`src/rtl/mcycle_sequencer.sv`:
```
// Sequencer that hands MUL/DIV instructions to the multi-cycle MCycle unit, stalls the PC, and writes back.
// Optional macro MCYCLE_TIMEOUT_EN adds a WAIT timeout that aborts the op into ABORT and sets a sticky Fault.
module mcycle_sequencer #(
    parameter int WIDTH   = 32,
    parameter int TIMEOUT = 63
) (
    input  logic             CLK,
    input  logic             RESET,
    input  logic             MulDivInstr,
    input  logic [1:0]       OpIn,
    input  logic [3:0]       RdIn,
    input  logic             Busy,
    input  logic             Done,
    input  logic [WIDTH-1:0] ResultIn,
    output logic             Start,
    output logic [1:0]       MCycleOp,
    output logic             WE_PC,
    output logic             RegWriteM,
    output logic [3:0]       WA,
    output logic [WIDTH-1:0] WD,
    output logic             Fault
);

    // state | meaning
    // IDLE  | PC runs; accepts a MUL/DIV when MCycle is free
    // START | one-cycle Start pulse to MCycle, PC stalled
    // WAIT  | waiting for Done, PC stalled
    // WB    | register-file write of the result, PC advances
    // ABORT | timeout recovery: instruction skipped, Fault set
    typedef enum logic [2:0] {
        S_IDLE,
        S_START,
        S_WAIT,
        S_WB
`ifdef MCYCLE_TIMEOUT_EN
        , S_ABORT
`endif
    } state_t;

    state_t             state_q, state_d;
    logic               start_q, start_d;
    logic               regwrite_q, regwrite_d;
    logic [1:0]         op_q, op_d;
    logic [3:0]         wa_q, wa_d;
    logic [WIDTH-1:0]   wd_q, wd_d;
    logic               we_pc;

`ifdef MCYCLE_TIMEOUT_EN
    localparam int CNT_W = $clog2(TIMEOUT + 1);
    logic [CNT_W-1:0]   cnt_q, cnt_d;
    logic               fault_q, fault_d;
    logic               timeout_hit;

    assign timeout_hit = (cnt_q == CNT_W'(TIMEOUT - 1));
`endif

    always_comb begin
        state_d = state_q;
        op_d    = op_q;
        wa_d    = wa_q;
        wd_d    = wd_q;
        we_pc   = 1'b1;
        case (state_q)
            S_IDLE: begin
                we_pc = !MulDivInstr;
                if (MulDivInstr && !Busy) begin
                    op_d    = OpIn;
                    wa_d    = RdIn;
                    state_d = S_START;
                end
            end
            S_START: begin
                we_pc = 1'b0;
                // A zero-latency Done is taken here so WAIT never sees it.
                if (Done) begin
                    wd_d    = ResultIn;
                    state_d = S_WB;
                end else begin
                    state_d = S_WAIT;
                end
            end
            S_WAIT: begin
                we_pc = 1'b0;
                if (Done) begin
                    wd_d    = ResultIn;
                    state_d = S_WB;
                end
`ifdef MCYCLE_TIMEOUT_EN
                else if (timeout_hit) begin
                    state_d = S_ABORT;
                end
`endif
            end
            S_WB: begin
                state_d = S_IDLE;
            end
`ifdef MCYCLE_TIMEOUT_EN
            S_ABORT: begin
                state_d = S_IDLE;
            end
`endif
            default: begin
                state_d = S_IDLE;
            end
        endcase

        start_d    = (state_d == S_START);
        regwrite_d = (state_d == S_WB);
    end

`ifdef MCYCLE_TIMEOUT_EN
    always_comb begin
        cnt_d   = cnt_q;
        fault_d = fault_q;
        if (state_q == S_START) begin
            cnt_d = '0;
        end else if (state_q == S_WAIT) begin
            cnt_d = cnt_q + 1'b1;
        end
        if (state_d == S_ABORT) begin
            fault_d = 1'b1;
        end
    end
`endif

    always_ff @(posedge CLK or posedge RESET) begin
        if (RESET) begin
            state_q    <= S_IDLE;
            start_q    <= 1'b0;
            regwrite_q <= 1'b0;
            op_q       <= '0;
            wa_q       <= '0;
            wd_q       <= '0;
`ifdef MCYCLE_TIMEOUT_EN
            cnt_q      <= '0;
            fault_q    <= 1'b0;
`endif
        end else begin
            state_q    <= state_d;
            start_q    <= start_d;
            regwrite_q <= regwrite_d;
            op_q       <= op_d;
            wa_q       <= wa_d;
            wd_q       <= wd_d;
`ifdef MCYCLE_TIMEOUT_EN
            cnt_q      <= cnt_d;
            fault_q    <= fault_d;
`endif
        end
    end

    assign Start     = start_q;
    assign RegWriteM = regwrite_q;
    assign MCycleOp  = op_q;
    assign WA        = wa_q;
    assign WD        = wd_q;
    // The PC must keep running while held in reset even if MulDivInstr is high.
    assign WE_PC     = RESET | we_pc;

`ifdef MCYCLE_TIMEOUT_EN
    assign Fault = fault_q;
`else
    assign Fault = 1'b0;
    // TIMEOUT only shapes the abort path, which this build leaves out.
    if (TIMEOUT < 1) begin : g_timeout_unused
    end
`endif

endmodule

```
`config.mk`:
```
export PLATFORM = sky130hd
export DESIGN_NAME = mcycle_sequencer
export DESIGN_NICKNAME = d
export VERILOG_FILES = /design/src/rtl/mcycle_sequencer.sv
export SDC_FILE = /design/constraint.sdc
export NUM_CORES = 1
export LEC_CHECK = 0
export ABC_CLOCK_PERIOD_IN_PS = 1600
export CAP_MARGIN = 20
export CORE_UTILIZATION = 30
export DETAILED_ROUTE_END_ITERATION = 16
export GPL_TIMING_DRIVEN = 0
export HOLD_SLACK_MARGIN = 0.15
export MAX_ROUTING_LAYER = met4
export PLACE_DENSITY = 0.65
export SYNTH_ARGS = -nofsm -noshare
export SYNTH_HDL_FRONTEND = slang
export SYNTH_SLANG_ARGS = --single-unit
```
`constraint.sdc`:
```
create_clock -name CLK -period 1.6 [get_ports CLK]
set_input_delay 0.4 -clock CLK [delete_from_list [all_inputs] [get_ports CLK]]
set_output_delay 0.4 -clock CLK [all_outputs]
set_load 0.005 [all_outputs]
```
Word level (Yosys, flattened, before mapping)
Cells that the tools add are included.
- register bits after elaboration: 43
- output and inout bits: 42
- logic and storage cells: 23
- equal/unequal tests: 4
- multiplexer cells: 5
- bitwise gates (word level): 1
- reductions and logical operators: 7
- operator list (kind ; count):
    3-bit case mux with 3 select lines ; 1
    3-bit by 1-bit == test with 1-bit output (second input constant) ; 2
    3-bit by 2-bit == test with 1-bit output (second input constant) ; 2
    3-bit two-way mux ; 2
    2-bit AND reduction ; 2
    3-bit zero test ; 1
    1-bit zero test ; 2
    1-bit case mux with 2 select lines ; 1
    2-bit OR reduction ; 1
    1-bit logical AND ; 1
    1-bit two-way mux ; 1
    1-bit bitwise OR ; 1

Logic depth before layout (Yosys ltp)
- word-level depth: 5
- mapped depth: 4

Worst setup path before layout
No wires, ideal clock.
- kind: register -> register
- from: reg state_q[1]
- to: reg wd_q[10] (netlist: WD[10])
- library setup time: 125 ps
- data arrival time: 1460 ps
- path slack: 15 ps
- stages on the path, launching flop included: 5
- path buffers: 1
- path through: dfrtp_1 > xnor2_1 > nor3b_4 > buf_6 > mux2_2
- cells in the longest elaborated chain, start to end: 3
- elaborated cells on any way between the ends: 4
- RTL lines (item ; line ; RTL):
    start, declared ; 40 ; state_t state_q, state_d;
    start signal, assigned ; 139 ; state_q <= state_d;
    3-bit by 2-bit == test with 1-bit output / 3-bit by 1-bit == test with 1-bit output (equally long branches) ; 63 ; case (state_q)
    2-bit OR reduction (no source line) * ; n/a ;
    2-bit AND reduction (no source line) * ; n/a ;
    end signal, assigned ; 144 ; wd_q <= wd_d;
    end, declared ; 45 ; logic [WIDTH-1:0] wd_q, wd_d;
Every way passes the cells marked *; elsewhere a longest branch is shown, timed or not.
A chain may end at the register's enable or synchronous reset.

Worst setup path in the final report
- from: reg state_q[0]
- to: out WE_PC
- cells in the longest elaborated chain, start to end: 4
- elaborated cells on any way between the ends: 6
- RTL lines (item ; line ; RTL):
    3-bit by 2-bit == test with 1-bit output / 3-bit by 1-bit == test with 1-bit output (equally long branches) ; 63 ;
    2-bit OR reduction (no source line) ; n/a ;
    1-bit case mux with 2 select lines * ; 63 ;
    1-bit bitwise OR * ; 158 ; assign WE_PC = RESET | we_pc;
    end, declared ; 17 ; output logic WE_PC,
Marked as above.

==> impl_metrics.toml <==
[synth]
synth_compound_area_share_pct = 0.689
synth_top_family_by_area = "multiplexers"
synth_mux_area_share_pct = 26.2
synth_area_leaders = "dfrtp_1 (66%), mux2_2 (25%), buf_6 (2.1%)"
synth_fa_ha_area_share_pct = 0
synth-edff-count = 0
yosys.area.top_type = "dfrtp_1"
yosysMostFrequentCell = "dfrtp_1"
yosysUniqueCellTypes = 15
yosysTopAreaCellShare_pct = 65.8
synth_common_cells = "dfrtp_1 (43), mux2_2 (36), buf_6 (3), mux2_1 (2)"
synth.avg_cell_area_um2 = 17.2
synth-xor-area-share_pct = 0.536
yosys_warnings = 0
ys_seq_elements = 43
yosysSeqAreaShare_pct = 65.8
yosys.area_share.simple_pct = 3.75
syn_inst = 95
synthesis.area_um2 = 1630
synthFlopType = "dfrtp_1"
synthArstFlopShare_pct = 100

[global_routing]
globalRoute.totalOverflow = 0
globalRouteTotalUtil_pct = 13.0
grt_max_degree = 44
grt_pass1_wl_mm = 5.23
antenna_found_initial = 0
grt_pass1_vias = 1101

[pwr]
p_per_area_nw_per_um2 = 1520
p_leak_nw = 1.18
irDropWorstVdd_mv = 0.598

[sta]
worst_pin_slew_ns = 0.897
rsz0062_at_grt = "true"
finalClockSkew_ns = 0.00771
setup_tns_ns = -0.0606
fmax_mhz = 602
finalWorstSetupSlack_ns = -0.0606
slew_headroom_pct = 40.1
final_hold_viol_count = 0
slew_violations = 0
setup_viol = 1
fin_crit_sh_pct = 104
fin_crit_ns = 1.66

[floorplanning]
rows = 26
die_area_um2 = 5750
ioPinCount = 85
die_w_um = 75.8
initial_core_util_pct = 31.6
die_h_um = 75.8
coreArea_um2 = 5170

[outcome]
failed_checks = "negative setup slack"
status = "finished, violations left"

[final_layout]
nets = 234
areaGrowthSynthToFinish_pct = 64.7
antenna_cells = 0
fin_cells = 262
drive_gt1_share_pct = 30.2
design_area_um2 = 2690

[drt]
wire_per_inst_um = 14.3
drc = 0
met1_length_mm = 1.53
final_antenna_net_count = 0
drtIter0Drc = 40
dr_total_vias = 1128
dr_wl_met3_um = 216
top_layer_used = "met4"
viasPerCell = 4.31
dr.pass1.iters = 4
met2_length_mm = 1.93
routed_wl_mm = 3.75

[clock_network]
cts_tree = "done"
cts_root_buf = "clkbuf_8"
path_clk_slew_ns = 0.08
numCtsBuffers = 5
cts_buffer_depth = 2
htree_levels = 2
clock_latency_ns = 0.29
clkSinkCount = 43

[place]
dp_cells = 249
dpl-instance-area_um2 = 2560
gp_congestion = 0.682
io_buffers = 83
hpwl_mm = 2.68
preCtsSetupSlack_ns = -0.534

[flow_run]
cap_violations = 0

[setup_path]
crit_required_ns = 1.20
crit_arrival_ns = 1.26
reg2reg_setup_slack_ns = 0
rr_startpoint = "state_q[1]"
worstPathMaxFanout = 4
ff2ff_path_depth = 5
crit_type = "reg2out"
cp-end-kind = "output port"
cp-start-kind = "flop"
cp-startpoint = "state_q[0]"

[hold_path]
hp-class = "in2async"
## layout by cell type, fill, tap and decap left out
cell type / netlist / final
buf_6: 3 / 4
nor3b_4: 1 / 1
mux2_1: 2 / 2
nor4_4: 1 / 1
mux2_2: 36 / 36
xnor2_1: 1 / 1
a2111o_1: 1 / 1
dfrtp_2: 0 / 2
inv_2: 0 / 1
clkinv_2: 0 / 1
dfrtp_1: 43 / 41
nor2_1: 1 / 1
nand2b_1: 1 / 1
nor3_1: 1 / 1
dlygate4sd2_1: 0 / 2
dlymetal6s2s_1: 0 / 7
clkdlybuf4s50_1: 0 / 73
clkbuf_1: 0 / 2
buf_2: 0 / 1
clkbuf_8: 0 / 5
conb_1: 1 / 2
or2_2: 1 / 1
buf_4: 1 / 5
## metrics by stage
stage               hold WS (ns)  total power, mW  util (%)
detailed placement         0.478             3.50      49.4
floorplan                  0.483             2.33         -
global route               0.516             4.36      52.0
CTS                        0.488             4.18      51.6
global placement           0.471             3.42      49.4
finish                     0.464             4.08      52.0
## state kept, by name, indices dropped and copies added, names as in the netlist
signal,flops
Start,1
WD,32
MCycleOp,2
state_q,3
WA,4
RegWriteM,1
## where the power goes
group | internal [mW] | switching [mW]
logic | 1.20 | 0.446
clock network | 0.306 | 0.340
registers | 1.56 | 0.235
## cell families (layout without fill, tap and decap cells)
logic type	count (synthesis)	count (layout)
AOI/OAI and AO/OA	1	1
xor gates and xnor gates	1	1
buffers and inverters	5	101
DFF	43	43
muxes	38	38
other	1	2
and+or+nand+nor	6	6
## per-layer routing
metal | GRT usage [%] | vias to the layer above
met1 | 14.6 | 555
met5 | - | -
met4 | 5.14 | 0
li1 | - | 518
met2 | 21.6 | 49
met3 | 4.10 | 6
## repair_timing
item,CTS,global route
cloned,1,0
pin swaps,3,1
setup endpoints to repair,35,41
resized for setup,9,8
hold buffers,0,0
setup buffers,4,0
## final cells by class
cell class | count | area (µm²)
clock buffers | 7 | 76.3
well taps | 70 | 87.6
repair buffers | 88 | 882
flip-flops and latches | 43 | 1080
plain buffers | 4 | 41.3
clock inverters | 1 | 5.00
multi-input cells | 48 | 517
inverters | 1 | 3.75
fillers | 427 | 2480
## path summary, 6_finish.rpt
path                              end
setup / recovery                WE_PC
hold / removal                  Start
setup reg to reg               WD[14]
hold reg to reg                WD[28]
max in group asynchronous  state_q[1]
min in group CLK               WD[28]
## worst max-delay path, stage by stage, from the launching register on
cell      delay [ns]
dfrtp_2         0.43
a2111o_1        0.41
buf_2           0.13
Power figures use the tool's default switching activity.
